`config.mk`:
```
export PLATFORM = sky130hd
export DESIGN_NAME = alu_sequencer
export DESIGN_NICKNAME = d
export VERILOG_FILES = /design/src/rtl/alu_sequencer.sv
export SDC_FILE = /design/constraint.sdc
export NUM_CORES = 1
export LEC_CHECK = 0
export CAP_MARGIN = 20
export CORE_AREA = 2 2 139 141
export CTS_BUF_LIST = sky130_fd_sc_hd__clkbuf_8
export CTS_CLUSTER_SIZE = 16
export DETAILED_ROUTE_END_ITERATION = 10
export DIE_AREA = 0 0 141 143
export GPL_TIMING_DRIVEN = 0
export PLACE_DENSITY_LB_ADDON = 0.08
export SYNTH_ARGS = -nofsm -noshare
export SYNTH_HDL_FRONTEND = slang
export SYNTH_SLANG_ARGS = --single-unit
```
`constraint.sdc`:
```
create_clock -name clk -period 8.6 [get_ports clk]
set_input_delay 0.86 -clock clk [delete_from_list [all_inputs] [get_ports clk]]
set_output_delay 0.86 -clock clk [all_outputs]
set_load 0.01 [all_outputs]
```
`src/rtl/alu_sequencer.sv`:
```
// alu_sequencer: instruction fetch/execute controller for a 16-bit ALU.
// Fetches 16-bit instructions over a req/ack port, holds R0/R1, resolves
// branches from a latched {Z,N,C,O} flag register and keeps a return stack
// for JMP/RET.
// Optional macro ALU_SEQ_PERF_EN adds a saturating 32-bit EXEC-cycle counter
// on output instr_count.
module alu_sequencer #(
   parameter int ADDR_W      = 8,
   parameter int STACK_DEPTH = 4
) (
   input  logic              clk,
   input  logic              rst,
   input  logic              start,
   output logic              imem_req,
   output logic [ADDR_W-1:0] imem_addr,
   input  logic [15:0]       imem_rdata,
   input  logic              imem_ack,
   output logic [5:0]        alu_opcode,
   output logic [15:0]       alu_a,
   output logic [15:0]       alu_b,
   input  logic [15:0]       alu_result,
   input  logic              alu_z,
   input  logic              alu_n,
   input  logic              alu_c,
   input  logic              alu_o,
   output logic              busy,
   output logic              halted,
   output logic              err,
   output logic [15:0]       r0_out,
   output logic [15:0]       r1_out,
   output logic [3:0]        flags_out
`ifdef ALU_SEQ_PERF_EN
   ,
   output logic [31:0]       instr_count
`endif
);

   localparam int SP_W  = $clog2(STACK_DEPTH + 1);
   localparam int IDX_W = (STACK_DEPTH > 1) ? $clog2(STACK_DEPTH) : 1;

   localparam logic [5:0] OP_CMP      = 6'h0B;
   localparam logic [5:0] OP_TST      = 6'h0C;
   localparam logic [5:0] OP_LAST_ALU = 6'h11;
   localparam logic [5:0] OP_BRZ      = 6'h12;
   localparam logic [5:0] OP_BRN      = 6'h13;
   localparam logic [5:0] OP_BRC      = 6'h14;
   localparam logic [5:0] OP_BRO      = 6'h15;
   localparam logic [5:0] OP_BRA      = 6'h16;
   localparam logic [5:0] OP_JMP      = 6'h17;
   localparam logic [5:0] OP_RET      = 6'h18;
   localparam logic [5:0] OP_HALT     = 6'h3F;

   typedef enum logic [1:0] {
      S_IDLE  = 2'd0,
      S_FETCH = 2'd1,
      S_EXEC  = 2'd2,
      S_HALT  = 2'd3
   } state_t;

   state_t            state_q;
   logic [ADDR_W-1:0] pc_q;
   logic [15:0]       ir_q;
   logic [15:0]       r0_q;
   logic [15:0]       r1_q;
   logic [3:0]        flags_q;
   logic [SP_W-1:0]   sp_q;
   logic [ADDR_W-1:0] stack_q [STACK_DEPTH];
   logic              imem_req_q;
   logic              busy_q;
   logic              halted_q;
   logic              err_q;

   logic [5:0]        op_d;
   logic              dst_d;
   logic              imm_d;
   logic [7:0]        imm8_d;
   logic [15:0]       opnd_a_d;
   logic [15:0]       opnd_b_d;
   logic [ADDR_W-1:0] target_d;
   logic [ADDR_W-1:0] pc_inc_d;
   logic [IDX_W-1:0]  push_idx_d;
   logic [IDX_W-1:0]  pop_idx_d;
   logic              stack_full_d;
   logic              stack_empty_d;
   logic              branch_taken_d;

   // Decode the instruction register: fields, operands, targets, branch test.
   always_comb begin
      op_d          = ir_q[15:10];
      dst_d         = ir_q[9];
      imm_d         = ir_q[8];
      imm8_d        = ir_q[7:0];
      opnd_a_d      = dst_d ? r1_q : r0_q;
      if (imm_d) begin
         opnd_b_d = {8'h00, imm8_d};
      end else if (dst_d) begin
         opnd_b_d = r0_q;
      end else begin
         opnd_b_d = r1_q;
      end
      target_d      = ADDR_W'(imm8_d);
      pc_inc_d      = pc_q + ADDR_W'(1);
      push_idx_d    = IDX_W'(sp_q);
      pop_idx_d     = IDX_W'(sp_q - SP_W'(1));
      stack_full_d  = (sp_q == SP_W'(STACK_DEPTH));
      stack_empty_d = (sp_q == {SP_W{1'b0}});
      case (op_d)
         OP_BRZ:  branch_taken_d = flags_q[3];
         OP_BRN:  branch_taken_d = flags_q[2];
         OP_BRC:  branch_taken_d = flags_q[1];
         OP_BRO:  branch_taken_d = flags_q[0];
         default: branch_taken_d = 1'b0;
      endcase
   end

   // ALU drive: operands only during EXEC, zero otherwise.
   always_comb begin
      if (state_q == S_EXEC) begin
         alu_opcode = op_d;
         alu_a      = opnd_a_d;
         alu_b      = opnd_b_d;
      end else begin
         alu_opcode = 6'h00;
         alu_a      = 16'h0000;
         alu_b      = 16'h0000;
      end
   end

   assign imem_req  = imem_req_q;
   assign imem_addr = pc_q;
   assign busy      = busy_q;
   assign halted    = halted_q;
   assign err       = err_q;
   assign r0_out    = r0_q;
   assign r1_out    = r1_q;
   assign flags_out = flags_q;

   // Sequencer FSM with registered status outputs, registers, PC and stack.
   always_ff @(posedge clk or posedge rst) begin
      if (rst) begin
         state_q    <= S_IDLE;
         pc_q       <= {ADDR_W{1'b0}};
         ir_q       <= 16'h0000;
         r0_q       <= 16'h0000;
         r1_q       <= 16'h0000;
         flags_q    <= 4'h0;
         sp_q       <= {SP_W{1'b0}};
         for (int i = 0; i < STACK_DEPTH; i++) begin
            stack_q[i] <= {ADDR_W{1'b0}};
         end
         imem_req_q <= 1'b0;
         busy_q     <= 1'b0;
         halted_q   <= 1'b0;
         err_q      <= 1'b0;
      end else begin
         case (state_q)
            S_IDLE, S_HALT: begin
               if (start) begin
                  state_q    <= S_FETCH;
                  pc_q       <= {ADDR_W{1'b0}};
                  sp_q       <= {SP_W{1'b0}};
                  err_q      <= 1'b0;
                  imem_req_q <= 1'b1;
                  busy_q     <= 1'b1;
                  halted_q   <= 1'b0;
               end
            end
            S_FETCH: begin
               if (imem_ack) begin
                  ir_q       <= imem_rdata;
                  state_q    <= S_EXEC;
                  imem_req_q <= 1'b0;
               end
            end
            S_EXEC: begin
               // Default: fall through to the next sequential fetch.
               state_q    <= S_FETCH;
               imem_req_q <= 1'b1;
               pc_q       <= pc_inc_d;
               if (op_d <= OP_LAST_ALU) begin
                  flags_q <= {alu_z, alu_n, alu_c, alu_o};
                  if ((op_d != OP_CMP) && (op_d != OP_TST)) begin
                     if (dst_d) begin
                        r1_q <= alu_result;
                     end else begin
                        r0_q <= alu_result;
                     end
                  end
               end else begin
                  case (op_d)
                     OP_BRZ, OP_BRN, OP_BRC, OP_BRO: begin
                        if (branch_taken_d) begin
                           pc_q <= target_d;
                        end
                     end
                     OP_BRA: begin
                        pc_q <= target_d;
                     end
                     OP_JMP: begin
                        if (stack_full_d) begin
                           pc_q       <= pc_q;
                           err_q      <= 1'b1;
                           state_q    <= S_HALT;
                           imem_req_q <= 1'b0;
                           busy_q     <= 1'b0;
                           halted_q   <= 1'b1;
                        end else begin
                           stack_q[push_idx_d] <= pc_inc_d;
                           sp_q                <= sp_q + SP_W'(1);
                           pc_q                <= target_d;
                        end
                     end
                     OP_RET: begin
                        if (stack_empty_d) begin
                           pc_q       <= pc_q;
                           err_q      <= 1'b1;
                           state_q    <= S_HALT;
                           imem_req_q <= 1'b0;
                           busy_q     <= 1'b0;
                           halted_q   <= 1'b1;
                        end else begin
                           pc_q <= stack_q[pop_idx_d];
                           sp_q <= sp_q - SP_W'(1);
                        end
                     end
                     OP_HALT: begin
                        pc_q       <= pc_q;
                        state_q    <= S_HALT;
                        imem_req_q <= 1'b0;
                        busy_q     <= 1'b0;
                        halted_q   <= 1'b1;
                     end
                     default: begin
                        pc_q       <= pc_q;
                        err_q      <= 1'b1;
                        state_q    <= S_HALT;
                        imem_req_q <= 1'b0;
                        busy_q     <= 1'b0;
                        halted_q   <= 1'b1;
                     end
                  endcase
               end
            end
            default: begin
               state_q    <= S_IDLE;
               imem_req_q <= 1'b0;
               busy_q     <= 1'b0;
               halted_q   <= 1'b0;
            end
         endcase
      end
   end

`ifdef ALU_SEQ_PERF_EN
   logic [31:0] instr_count_q;

   // Saturating count of EXEC cycles, cleared by reset or an accepted start.
   always_ff @(posedge clk or posedge rst) begin
      if (rst) begin
         instr_count_q <= 32'h0000_0000;
      end else if (((state_q == S_IDLE) || (state_q == S_HALT)) && start) begin
         instr_count_q <= 32'h0000_0000;
      end else if ((state_q == S_EXEC) && (instr_count_q != 32'hFFFF_FFFF)) begin
         instr_count_q <= instr_count_q + 32'd1;
      end
   end

   assign instr_count = instr_count_q;
`endif

endmodule

```
==> metrics <==
status=finished clean; post-route ant nets=0; initial antenna violation count=0; Tot Pwr=roughly 2.2 mW; Die ar.=approximately 0.02 sq mm; CP Max Fanout=10; total grt overflow=0; final setup fails=0; Reg clk slew, reported paths=roughly 100 ps; Syn-to-layout area delta=32.5%; CP arrival=between 2000 and 3000 ps; Post-synth EDFFs=0; flop2flop setup slack=5750 ps; Mapped Cells=between 500 and 600; P_leak=approximately 3.0 nW; synthesized area=about 0.0055 sq mm; fmax=around 0.27 GHz; worst slew pin tran=roughly 850 ps; Synth cell types=56; fin area=between 0.007 and 0.008 sq mm; sequential cell area=between 0.002 and 0.003 sq mm; multiplexer share of the synthesized area=a little over a fifth; max-slew violations=0; net count after synthesis=561; Diodes inserted=0; Syn. warnings=0; setup TNS=0 ps; main combinational cell family by area after synthesis=multiplexers; flops & latches, synth=around 100; num rows=50; Peak VDD IR=roughly 0.13 mV; Adder-Cell Fraction of Synth Area=2.06%; # Post-CTS Setup Buffers=0; DRC Markers=0; Rel. slew slack=a little over two fifths; Worst Path Buf+Inv=4; compound-cell area share of the yosys netlist=11.8%; Crit. End Element=output pin; pre-CTS WS=5310 ps; crit-path cells=inv_1 -> ha_1 -> clkbuf_1 -> clkbuf_1 -> nor2b_1 -> clkdlybuf4s50_1; unrepaired setup endpoints after global routing=no; placed insts=872; I/O pins=126; worst r2r path cells=8; Mapped Avg Cell Area=10.7 sq um; fin worst setup slack=roughly 4900 ps; Core Region=about 0.019 sq mm; aggregate routed wire length=approximately 16 mm; die width=around 140 um; CTS tree=done; drt wl/cell=18.0 um; Initial DRT Pass Iterations=4; CTS resizes=0; Num CTS Buffers=9; later-pin clock latency in the skew report=roughly 390 ps; area share of and/or/nand/nor cells after synthesis=14.2%; CP top delay family=buffers and inverters; Total GRT Usage=around 16%; multi-input combinational cell area=0.00276 sq mm; Slowest cell on crit path=clkdlybuf4s50_1; clk buf depth=2; Die H=~140 um; Crit. Startpoint=state_q[0]; worst hold path type=reg2reg; pin count of the biggest net entering global routing=66; dpl cell area=~0.0070 sq mm; CP peak stage delay=560 ps; Final Net Count=approximately 700; Root Driver=clkbuf_8; Hold Buf Count CTS=0; gpl congestion=between 0.7 and 0.8; Clock Skew=12.8 ps; Worst Setup Path Type=reg2out; Post-Layout Cell Count=about 890; fraction of layout cells with a size suffix above 1=roughly an eighth; Post-Synth XOR/XNOR Area=roughly 1.1%; Vias/cell=roughly 5; Setup crit end=alu_a[1]; Tmin final=~3700 ps; final-layout fill cell count=1837; 1st-iter DRT viols=roughly 190; Initial Utilization=between 20 and 30%; max_cap viols=0; asr flop ratio synth=between 90% and 100%; vias=about 4400; Worst Setup Start Kind=register; period utilization=a little over two fifths; sequential element share of the synthesized area=46.2%; Req. time, crit path=~7700 ps; first-pass GRT wire length=approximately 26 mm; H-Tree Depth=3; IO buf count=125; CP most frequent cell=clkbuf_1; R2R Path End=imem_addr[1]; CP Depth=6; Most used DFF post-synth=dfrtp_1; worst r2r src=sp_q[0]; post-DP HPWL=between 10 and 15 mm; pwr dens=about 300 mW/mm^2; vias in the first global route=~4500; CTS Sinks=~100; Final Hold Vio Count=0; HP Start=stack_q[7]
cell usage after synthesis, types with 2 or more instances:
library cell / count / area share, %
o31ai_1: 3 / 0.41
nor3_1: 4 / 0.37
a31oi_1: 2 / 0.23
and2_1: 16 / 1.8
mux2_1: 17 / 3.5
a32oi_1: 4 / 0.64
xnor2_1: 4 / 0.64
xor2_1: 3 / 0.48
nor2_1: 20 / 1.4
mux2i_1: 39 / 7.1
o211ai_1: 4 / 0.55
mux4_2: 8 / 3.3
a21o_1: 4 / 0.55
buf_4: 4 / 0.55
ha_1: 9 / 2.1
buf_2: 5 / 0.46
nor2b_1: 18 / 2.1
inv_1: 15 / 1.0
o21a_1: 4 / 0.55
o21ai_1: 6 / 0.55
o221ai_1: 2 / 0.32
nand3_1: 10 / 0.92
clkbuf_1: 17 / 1.2
a22o_1: 3 / 0.48
dfrtp_1: 101 / 46
a21oi_1: 10 / 0.92
nand2_1: 69 / 4.7
mux2_2: 36 / 7.4
o21ai_0: 41 / 3.8
nand2b_1: 8 / 0.92
cell type report:
type	instances	area share (%)
Clock inverter	7	1.12
Sequential cell	101	34.9
Multi-Input combinational cell	369	38.1
Clock buffer	9	1.71
Tap cell	234	4.04
Inverter	15	0.811
Timing Repair Buffer	126	17.6
Buffer	27	1.69
routing by layer:
layer | vias to the layer above | part of all wire, % | global-route usage (%)
li1 | 2086 | - | -
met1 | 2217 | 46 | 22.1
met2 | 87 | 49 | 26.9
met3 | 17 | 3.6 | 3.55
met4 | 0 | 1.6 | 4.26
met5 | - | 0 | 0
metrics by stage:
stage                     util (%)  hold slack [ps]
after floorplan                  -              445
after global placement        37.7              458
after detailed placement      37.9              468
after CTS                     39.0              490
after global routing          39.0              522
final                         39.0              487
worst register-to-register path: cells and delay by family, from the launching register on:
kind                       cells  cell delay [ps]
adders and majority gates      1              290
muxes                          1              420
buffers and inverters          3             1010
DFF                            1              510
AOI/OAI and AO/OA              3              510
report_power, final:
| part | switching [mW] | internal [mW] | total, mW |
|---|---|---|---|
| Combinational | 0.524 | 0.562 | 1.09 |
| Sequential | 0.169 | 0.631 | 0.800 |
| Clock | 0.180 | 0.139 | 0.319 |
| Total | 0.873 | 1.33 | 2.21 |
registers in the layout, indices dropped and copies added, names as in the netlist:
signal	count
stack_q	32
imem_req	1
sp_q	3
r0_out	16
r1_out	16
halted	1
ir_q	16
busy	1
flags_out	4
imem_addr	8
state_q	2
err	1
kinds of logic after synthesis:
kind of cell / Yosys count
buf+inv: 42
xor+xnor: 7
simple gates: 156
compound gates: 97
mux: 100
flops: 101
fa+ha+maj: 9
layout by cell type, fill, tap and decap left out, types with 5 or more instances in the layout:
| cell | instances |
|---|---|
| clkbuf_1 | 17 |
| nor2_1 | 20 |
| mux2_2 | 36 |
| mux2i_1 | 39 |
| buf_2 | 5 |
| a21oi_1 | 10 |
| o21ai_0 | 41 |
| dfrtp_1 | 101 |
| nand2b_1 | 8 |
| clkdlybuf4s50_1 | 125 |
| nand3_1 | 10 |
| mux4_2 | 8 |
| mux2_1 | 17 |
| o21ai_1 | 6 |
| nand2_1 | 69 |
| ha_1 | 9 |
| clkbuf_8 | 9 |
| and2_1 | 16 |
| nor2b_1 | 18 |
| inv_1 | 14 |
worst min path at each step:
stage | slack (ps) | endpoint | depth (start not counted)
2_1_floorplan | 440 | stack_q[16] | 2
6_report | 490 | stack_q[7] | 2
3_3_place_gp | 460 | stack_q[10] | 2
4_1_cts | 490 | stack_q[27] | 2
5_1_grt | 520 | stack_q[2] | 2
3_5_place_dp | 470 | stack_q[27] | 2
Note: power is estimated with default switching activity, not from simulation.
